`src/rtl/dff_reg_arbiter_pkg.sv`:
```
// Shared types and helpers for the round-robin register arbiter.
package dff_arb_pkg;

    typedef enum logic {
        IDLE = 1'b0,
        OWN  = 1'b1
    } arb_state_t;

    // Ceiling log2, floored at 1 so single-value fields still get a real bit.
    function automatic int clog2(input int n);
        int r;
        int v;
        r = 0;
        v = n - 1;
        while (v > 0) begin
            r = r + 1;
            v = v >> 1;
        end
        return (r < 1) ? 1 : r;
    endfunction

endpackage

```
`src/rtl/dff_reg_arbiter_if.sv`:
```
// Requester-side bus of the shared holding register: requests, writes, grant and contents.
interface dff_reg_arbiter_if #(
    parameter int NREQ  = 4,
    parameter int WIDTH = 8
);
    localparam int OW = dff_arb_pkg::clog2(NREQ);

    logic [NREQ-1:0]       req;
    logic [NREQ-1:0]       we;
    logic [NREQ*WIDTH-1:0] wdata;
    logic [NREQ-1:0]       gnt;
    logic [OW-1:0]         owner;
    logic                  busy;
    logic [WIDTH-1:0]      q;

    modport master (
        output req, we, wdata,
        input  gnt, owner, busy, q
    );

    modport slave (
        input  req, we, wdata,
        output gnt, owner, busy, q
    );

endinterface

```
`src/rtl/dff_reg_arbiter_pick.sv`:
```
// Rotating-priority encoder: first eligible request at or after ptr, wrapping around.
module rr_priority_pick #(
    parameter int NREQ = 4,
    parameter int OW   = 2
) (
    input  logic [NREQ-1:0] req,
    input  logic [OW-1:0]   ptr,
    input  logic [NREQ-1:0] excl,
    output logic [OW-1:0]   winner,
    output logic            found
);
    logic [NREQ-1:0]   eligible;
    logic [2*NREQ-1:0] dbl;
    logic [NREQ-1:0]   rot;
    int                off;
    int                sum;

    assign eligible = req & ~excl;
    assign dbl      = {eligible, eligible};
    // Bit k of rot is requester (ptr + k) mod NREQ.
    assign rot      = NREQ'(dbl >> ptr);

    always_comb begin
        off   = 0;
        found = 1'b0;
        for (int k = NREQ - 1; k >= 0; k--) begin
            if (rot[k]) begin
                off   = k;
                found = 1'b1;
            end
        end
        sum = int'(ptr) + off;
        if (sum >= NREQ) begin
            sum = sum - NREQ;
        end
        winner = OW'(sum);
    end

endmodule

```
`src/rtl/dff_reg_arbiter.sv`:
```
// Round-robin owner of one shared WIDTH-bit register, with tenures capped at MAX_HOLD cycles.
module dff_reg_arbiter
    import dff_arb_pkg::*;
#(
    parameter int NREQ     = 4,
    parameter int WIDTH    = 8,
    parameter int MAX_HOLD = 4
) (
    input  logic             clk,
    input  logic             rst,
    dff_reg_arbiter_if.slave bus
);
    localparam int OW = clog2(NREQ);
    localparam int HW = clog2(MAX_HOLD);

    arb_state_t       state_reg;
    logic [OW-1:0]    ptr_reg;
    logic [OW-1:0]    owner_reg;
    logic [HW-1:0]    hold_cnt_reg;
    logic [NREQ-1:0]  gnt_reg;
    logic             busy_reg;
    logic [WIDTH-1:0] q_reg;

    logic [WIDTH-1:0] wdata_arr [NREQ];
    logic [NREQ-1:0]  owner_onehot;
    logic [NREQ-1:0]  win_onehot;
    logic [OW-1:0]    owner_next_ptr;
    logic [OW-1:0]    pick_ptr;
    logic [NREQ-1:0]  pick_excl;
    logic [OW-1:0]    pick_winner;
    logic             pick_found;
    logic             owner_req;
    logic             owner_we;
    logic             release_now;

    genvar gi;
    generate
        for (gi = 0; gi < NREQ; gi++) begin : g_lane
            assign wdata_arr[gi]    = bus.wdata[gi*WIDTH +: WIDTH];
            assign owner_onehot[gi] = (owner_reg == OW'(gi));
            assign win_onehot[gi]   = (pick_winner == OW'(gi));
        end
    endgenerate

    assign owner_req      = bus.req[owner_reg];
    assign owner_we       = bus.we[owner_reg];
    assign owner_next_ptr = (owner_reg == OW'(NREQ - 1)) ? '0 : owner_reg + OW'(1);
    assign release_now    = (state_reg == OWN) &&
                            (!owner_req || (hold_cnt_reg == HW'(MAX_HOLD - 1)));

    // While owning, the only decision that matters is the handoff, which starts after
    // the current owner and never picks it again.
    assign pick_ptr  = (state_reg == OWN) ? owner_next_ptr : ptr_reg;
    assign pick_excl = (state_reg == OWN) ? owner_onehot : '0;

    rr_priority_pick #(
        .NREQ (NREQ),
        .OW   (OW)
    ) u_pick (
        .req    (bus.req),
        .ptr    (pick_ptr),
        .excl   (pick_excl),
        .winner (pick_winner),
        .found  (pick_found)
    );

    always_ff @(posedge clk or negedge rst) begin
        if (!rst) begin
            state_reg    <= IDLE;
            ptr_reg      <= '0;
            owner_reg    <= '0;
            hold_cnt_reg <= '0;
            gnt_reg      <= '0;
            busy_reg     <= 1'b0;
            q_reg        <= '0;
        end else begin
            case (state_reg)
                IDLE: begin
                    if (pick_found) begin
                        gnt_reg      <= win_onehot;
                        owner_reg    <= pick_winner;
                        busy_reg     <= 1'b1;
                        hold_cnt_reg <= '0;
                        state_reg    <= OWN;
                    end
                end
                OWN: begin
                    // The write is honoured even on the edge where the owner lets go.
                    if (owner_we) begin
                        q_reg <= wdata_arr[owner_reg];
                    end
                    if (release_now) begin
                        ptr_reg <= owner_next_ptr;
                        if (pick_found) begin
                            gnt_reg      <= win_onehot;
                            owner_reg    <= pick_winner;
                            hold_cnt_reg <= '0;
                        end else begin
                            gnt_reg   <= '0;
                            busy_reg  <= 1'b0;
                            state_reg <= IDLE;
                        end
                    end else begin
                        hold_cnt_reg <= hold_cnt_reg + HW'(1);
                    end
                end
                default: state_reg <= IDLE;
            endcase
        end
    end

    assign bus.gnt   = gnt_reg;
    assign bus.owner = owner_reg;
    assign bus.busy  = busy_reg;
    assign bus.q     = q_reg;

endmodule

```
`src/flat_wrapper.sv`:
```
// flat-port wrapper written by rule: the top's interface ports become plain ports
module dff_reg_arbiter_flat import dff_arb_pkg::*;
#(
    parameter int NREQ     = 4,
    parameter int WIDTH    = 8,
    parameter int MAX_HOLD = 4
)
  (clk, rst, bus_req, bus_we, bus_wdata, bus_gnt, bus_owner, bus_busy, bus_q);
  dff_reg_arbiter_if #(.NREQ(NREQ), .WIDTH(WIDTH)) bus_i ();
  input  logic clk;
  input  logic rst;
  input wire logic [$bits(bus_i.req)-1:0] bus_req;
  input wire logic [$bits(bus_i.we)-1:0] bus_we;
  input wire logic [$bits(bus_i.wdata)-1:0] bus_wdata;
  output wire logic [$bits(bus_i.gnt)-1:0] bus_gnt;
  output wire logic [$bits(bus_i.owner)-1:0] bus_owner;
  output wire logic [$bits(bus_i.busy)-1:0] bus_busy;
  output wire logic [$bits(bus_i.q)-1:0] bus_q;
  assign bus_i.req = bus_req;
  assign bus_i.we = bus_we;
  assign bus_i.wdata = bus_wdata;
  assign bus_gnt = bus_i.gnt;
  assign bus_owner = bus_i.owner;
  assign bus_busy = bus_i.busy;
  assign bus_q = bus_i.q;
  dff_reg_arbiter #(.NREQ(NREQ), .WIDTH(WIDTH), .MAX_HOLD(MAX_HOLD)) u_core (.clk(clk), .rst(rst), .bus(bus_i));
endmodule
```
`config.mk`:
```
export PLATFORM = sky130hd
export DESIGN_NAME = dff_reg_arbiter_flat
export DESIGN_NICKNAME = d
export VERILOG_FILES = /design/src/rtl/dff_reg_arbiter_pkg.sv /design/src/rtl/dff_reg_arbiter_if.sv /design/src/rtl/dff_reg_arbiter_pick.sv /design/src/rtl/dff_reg_arbiter.sv /design/src/flat_wrapper.sv
export SDC_FILE = /design/constraint.sdc
export NUM_CORES = 1
export LEC_CHECK = 0
export CORE_UTILIZATION = 38
export DETAILED_ROUTE_END_ITERATION = 12
export PLACE_DENSITY = 0.72
export SETUP_SLACK_MARGIN = 0.15
export SLEW_MARGIN = 5
export SYNTH_ARGS = -nofsm -noshare
export SYNTH_HDL_FRONTEND = slang
export SYNTH_SLANG_ARGS = --single-unit
```
`constraint.sdc`:
```
create_clock -name clk -period 7.5 [get_ports clk]
set_input_delay 0.75 -clock clk [delete_from_list [all_inputs] [get_ports clk]]
set_output_delay 0.75 -clock clk [all_outputs]
set_load 0.01 [all_outputs]
```
After elaboration in Yosys (flattened, before gate mapping)
Index checks and enable logic that the tools add are counted.

word-level totals
  flip-flop bits (word level) = 20
  input port bits = 42
  logic and storage cells = 74

operators by class
  $add $sub $neg = 4
  order comparisons = 3
  equality and inequality tests = 10
  shift operators = 1
  mux-type cells = 36
  bitwise operators = 4
  reductions and logical operators = 9

operator list
  operator               number
  $mux W32               3
  $add A3 B32 Y32        1
  $ge A32 B4 Y1 const B  1
  $bmux W8 S2            1
  $mux W2                8
  $mux W4                4
  $mux W8                2
  $mux W1                11
  $eq A2 B2 Y1 const B   5
  $pmux W2 S2            2
  $pmux W4 S2            1
  $shr A8 B2 Y4          1
  $reduce_and A2 Y1      3
  $add A2 B1 Y2 const B  2
  $and A4 B4 Y4          1
  $bmux W1 S2            2
  $eq A2 B1 Y1 const B   2
  $logic_not A2 Y1       2
  $ne A2 B2 Y1 const B   2
  $not A4 Y4             1
  $pmux W1 S2            2
  $ge A3 B3 Y1 const B   1
  $lt A2 B3 Y1 const B   1
  $not A2 Y3             1
  other kinds (7)        7

Logic depth before layout (Yosys ltp)
  depth in word-level cells = 16
  depth in mapped cells = 12
  mapped depth without buffers = 11

Modules after synthesis
From an unflattened synthesis, not the netlist that was laid out.

second synthesis, totals
  cells, all modules = 102
  area, all modules = 1342.5 um^2

modules (own cells, without submodules)
  module            instances  cells an instance  area each (um^2)
  dff_reg_arbiter   1          80                 1153.6
  rr_priority_pick  1          22                 188.9

Worst setup path after synthesis
OpenSTA, ideal clock, no wires.

  path type = register to register
  start point = register u_core.owner_reg[0] (netlist: u_core.bus.owner[0])
  end point = register u_core.gnt_reg[2] (netlist: u_core.bus.gnt[2])
  library setup time = 0.122 ns
  data arrival time = 2.953 ns
  required time = 7.378 ns
  path slack = 4.425 ns
  cell stages (with the launch flop) = 13
  clock period less this slack = 3.075 ns
  cell sequence = dfrtp_1 -> buf_2 -> inv_1 -> ha_1 -> mux2i_2 -> nand2b_1 -> a21oi_1 -> a311oi_1 -> a21oi_1 -> ha_1 -> xor2_1 -> nand3_1 -> a32o_1

on the way
  elaborated cells between the ends (all ways) = 36

RTL lines
  what                                            line                                                    text
  from (decl)                                     dff_reg_arbiter.sv:18                                   logic [OW-1:0] owner_reg;
  from (signal assigned)                          dff_reg_arbiter.sv:81                                   owner_reg <= pick_winner;
  from (signal assigned)                          dff_reg_arbiter.sv:96                                   owner_reg <= pick_winner;
  $add A2 B1 Y2 or $eq A2 B2 Y1 (tied branches)   dff_reg_arbiter.sv:47                                   assign owner_next_ptr = (owner_reg == OW'(NREQ - 1)) ? '0 : owner_reg + OW'(1);
  $mux W2 *                                       dff_reg_arbiter.sv:47
  via u_core.owner_next_ptr[1]                    dff_reg_arbiter.sv:27                                   logic [OW-1:0] owner_next_ptr;
  $mux W2 *                                       dff_reg_arbiter.sv:53                                   assign pick_ptr = (state_reg == OWN) ? owner_next_ptr : ptr_reg;
  $shr A8 B2 Y4                                   dff_reg_arbiter_pick.sv:21                              assign rot = NREQ'(dbl >> ptr);
  $mux W2                                         dff_reg_arbiter_pick.sv:27                              if (rot[k]) begin
  $mux W32 (3 in a row)                           dff_reg_arbiter_pick.sv:27
  $add A3 B32 Y32                                 dff_reg_arbiter_pick.sv:32                              sum = int'(ptr) + off;
  $ge A32 B4 Y1 or $sub A2 B1 Y2 (tied branches)  dff_reg_arbiter_pick.sv:33, dff_reg_arbiter_pick.sv:34
  $mux W2                                         dff_reg_arbiter_pick.sv:33                              if (sum >= NREQ) begin
  $eq A2 B2 Y1                                    dff_reg_arbiter.sv:41                                   assign win_onehot[gi] = (pick_winner == OW'(gi));
  $mux W4                                         dff_reg_arbiter.sv:94                                   if (pick_found) begin
  $mux W4                                         dff_reg_arbiter.sv:92                                   if (release_now) begin
  $pmux W4 S2                                     dff_reg_arbiter.sv:77                                   case (state_reg)
  to (signal assigned)                            dff_reg_arbiter.sv:80                                   gnt_reg <= win_onehot;
  to (signal assigned)                            dff_reg_arbiter.sv:95                                   gnt_reg <= win_onehot;
  to (decl)                                       dff_reg_arbiter.sv:20                                   logic [NREQ-1:0] gnt_reg;

The timed path passes the listed nets; every way through them passes the cells marked *. The select of a mux whose other input is x is not followed.
A chain may end at the register's enable or synchronous reset.

Worst setup path in the final report
Ends and elaborated chain as after synthesis.

==> results.sh <==
export IMPL_outcome="finished, final reports clean"
export IMPL_clock_path_buffers=2
export IMPL_syn_inst=122
export IMPL_total_power_uw=898
export IMPL_yosysUniqueCellTypes=43
export IMPL_leakagePower_uw=0.000814
export IMPL_final_net_count=228
export IMPL_power_density_nw_per_um2=431
export IMPL_syn_nets=170
export IMPL_synth_top_area_share_pct=35.1
export IMPL_layout_drive_gt1_share_pct=17.3
export IMPL_rsz0062_at_grt="no"
export IMPL_fill_cells=301
export IMPL_finalSetupTns_ns=0
export IMPL_synth_edf_count=0
export IMPL_synth_compound_area_share_pct=20.9
export IMPL_syn_to_final_growth_pct=45.9
export IMPL_hold_path_class="flop to flop"
export IMPL_antenna_cells=0
export IMPL_timing_fmax_ghz=0.285
export IMPL_antenna_found_initial=0
export IMPL_cts_setup_buffers=0
export IMPL_grt_ovfl_total=0
export IMPL_cts_tree="built"
export IMPL_io_buffers=56
export IMPL_synth_async_reset_ratio_pct=100
export IMPL_cts_root_buf="clkbuf_8"
export IMPL_dp_final_hpwl_mm=2.72
export IMPL_core_area_um2=3470
export IMPL_netlist_area_um2=1430
export IMPL_synth_top_family_by_area="multiplexers"
export IMPL_yosysWarnings=0
export IMPL_wl_per_cell_um=15.2
export IMPL_initial_core_util_pct=41.2
export IMPL_numPlacedInstances=221
export IMPL_die_area_um2=4010
export IMPL_synth_area_leaders="dfrtp_1, mux4_2, mux2_2"
export IMPL_grt_pass1_vias=1278
export IMPL_io_pins=57
export IMPL_dieWidth_um=63.3
export IMPL_synth_seq_cells=20
export IMPL_grt_pass1_wl_mm=5.93
export IMPL_worstPathArrival_ns=3.67
export IMPL_p_int_uw=530
export IMPL_synth_xor_area_share_pct=1.23
export IMPL_place_worst_setup_slack_ns=4.00
export IMPL_die_y_um=63.3
export IMPL_maxCapViolations=0
export IMPL_grt_start_max_net_pins=21
export IMPL_synthMuxAreaShare_pct=23.8
export IMPL_postRouteWirelength_mm=3.41
export IMPL_synthTopCellsByCount="dfrtp_1, mux4_2, mux2_2"
export IMPL_finalNonFillerCells=225
export IMPL_hold_ws_ns=0.475
export IMPL_fin_skew_ns=0.00150
export IMPL_drc_errors=0
export IMPL_synth_most_common_cell="dfrtp_1"
export IMPL_min_period_ns=3.51
export IMPL_synthAdderAreaFrac_pct=5.26
export IMPL_antenna_left=0
export IMPL_setup_viol=0
export IMPL_critPathLaunchType="flop"
export IMPL_vias=1264
export IMPL_numCtsBuffers=3
export IMPL_path_max_fanout=17
export IMPL_routed_via_density=5.62
export IMPL_slew_violations=0
export IMPL_crit_path_end_kind="flop"
export IMPL_grt_use_total_pct=19.3
export IMPL_seq_area_um2=500
export IMPL_clockPowerShare_pct=9.4
export IMPL_largest_reg_flops=8
export IMPL_avgSynthCellArea_um2=11.7
export IMPL_cts_hold_buf=0
export IMPL_max_slew_margin_pct=38.2
export IMPL_pwr_share_comb_pct=65.4
export IMPL_clkSlewWorstSetupHoldPaths_ns=0.07
export IMPL_worst_ir_drop_vdd_mv=0.155
export IMPL_clock_latency_ns=0.26
export IMPL_place_gp_congestion=0.831
export IMPL_crit_required_ns=7.65
export IMPL_r2r_slack_ns=3.99
export IMPL_timing_final_crit_share_pct=46.8
export IMPL_setup_slack_ns=3.99
export IMPL_multi_input_area_um2=883
export IMPL_drt_pass1_iter_count=4
export IMPL_cts_resized=0
export IMPL_drt_initial_drc_count=164
export IMPL_rows=21
export IMPL_p_seq_share_pct=25.2
export IMPL_path_class="flop to flop"
export IMPL_ys_seq_area_share_pct=35.1
export IMPL_synth_simple_area_share_pct=10.6
export IMPL_p_sw_uw=368
export IMPL_synthFlopType="dfrtp_1"
export IMPL_cts_num_sinks=20
export IMPL_synth_top_area_cell="dfrtp_1"
export IMPL_hold_violations=0
export IMPL_htree_levels=1
export IMPL_p_sw_share_pct=41.0
export IMPL_tightestPinTransition_ns=0.925
-- power groups by stage --
stage | clock network, µW | logic (µW) | registers [µW]
2_1_floorplan | 0 | 420 | 216
3_3_place_gp | 0 | 572 | 225
3_5_place_dp | 0 | 587 | 229
4_1_cts | 85.8 | 591 | 228
5_1_grt | 89.3 | 653 | 239
6_report | 84.3 | 587 | 227
-- critical path, stage by stage (launching register included) --
cell and delay [ns]:
dfrtp_1 0.88, inv_1 0.19, ha_1 0.36, mux2i_2 0.48, nand2b_1 0.20, a21oi_1 0.07
a311oi_1 0.27, a21oi_1 0.07, ha_1 0.22, xor2_1 0.21, nand3_1 0.16, a32o_1 0.29
-- cells by family after synthesis --
group | after synthesis
AO/OA/AOI/OAI | 37
XOR/XNOR | 2
adder cells (fa/ha/maj) | 6
buffers and inverters | 10
flip-flops | 20
multiplexers | 20
AND/OR/NAND/NOR | 27
-- placed cells by master, fill, tap and decap left out, types with 2 or more instances in the layout --
cell	Yosys	final
clkdlybuf4s50_1	0	56
dfrtp_1	20	20
mux4_2	10	10
mux2_2	9	9
nand2_1	7	7
a21oi_1	7	7
inv_1	7	7
ha_1	6	6
nor2b_1	5	5
a32o_1	5	5
clkbuf_8	0	4
a21boi_1	3	3
o21ai_0	3	3
o21ai_1	3	3
nand2b_1	2	2
or2_1	2	2
nor2_1	2	2
nand3_1	2	2
o21bai_1	2	2
-- cell type report --
class / count / area share, %
clock buffers: 4 / 2.64
multi-input cells: 92 / 42.4
repair buffers: 56 / 26.9
well taps: 46 / 2.76
flip-flops and latches: 20 / 24.0
inverters: 7 / 1.26
-- layer usage --
| metal | wire length, µm | track usage, % | part of all wire (%) | vias up |
|---|---|---|---|---|
| met5 | 0 | 0 | 0 | - |
| met4 | 48 | 7.39 | 1.4 | 0 |
| met3 | 307 | 5.62 | 9.0 | 4 |
| met2 | 1550 | 29.4 | 45 | 56 |
| met1 | 1510 | 25.9 | 44 | 608 |
| li1 | - | - | - | 596 |
-- per-stage QoR --
step           instance area, µm²  utilization [%]
2_1_floorplan                1430                -
3_3_place_gp                 2030             58.5
3_5_place_dp                 2030             58.5
4_1_cts                      2080             60.1
5_1_grt                      2080             60.1
6_report                     2080             60.1
-- worst paths after layout --
path                            depth (start not counted)                    from                     end
worst max register to register                         11     u_core.bus.owner[0]       u_core.bus.gnt[2]
max in group asynchronous                               1                     rst         u_core.bus.q[5]
worst min-delay path                                    1  u_core.hold_cnt_reg[0]  u_core.hold_cnt_reg[0]
worst max-delay path                                   11     u_core.bus.owner[0]       u_core.bus.gnt[2]
worst min register to register                          1  u_core.hold_cnt_reg[0]  u_core.hold_cnt_reg[0]
min in group asynchronous                               1                     rst         u_core.bus.q[0]
(Power assumes the default switching activity.)
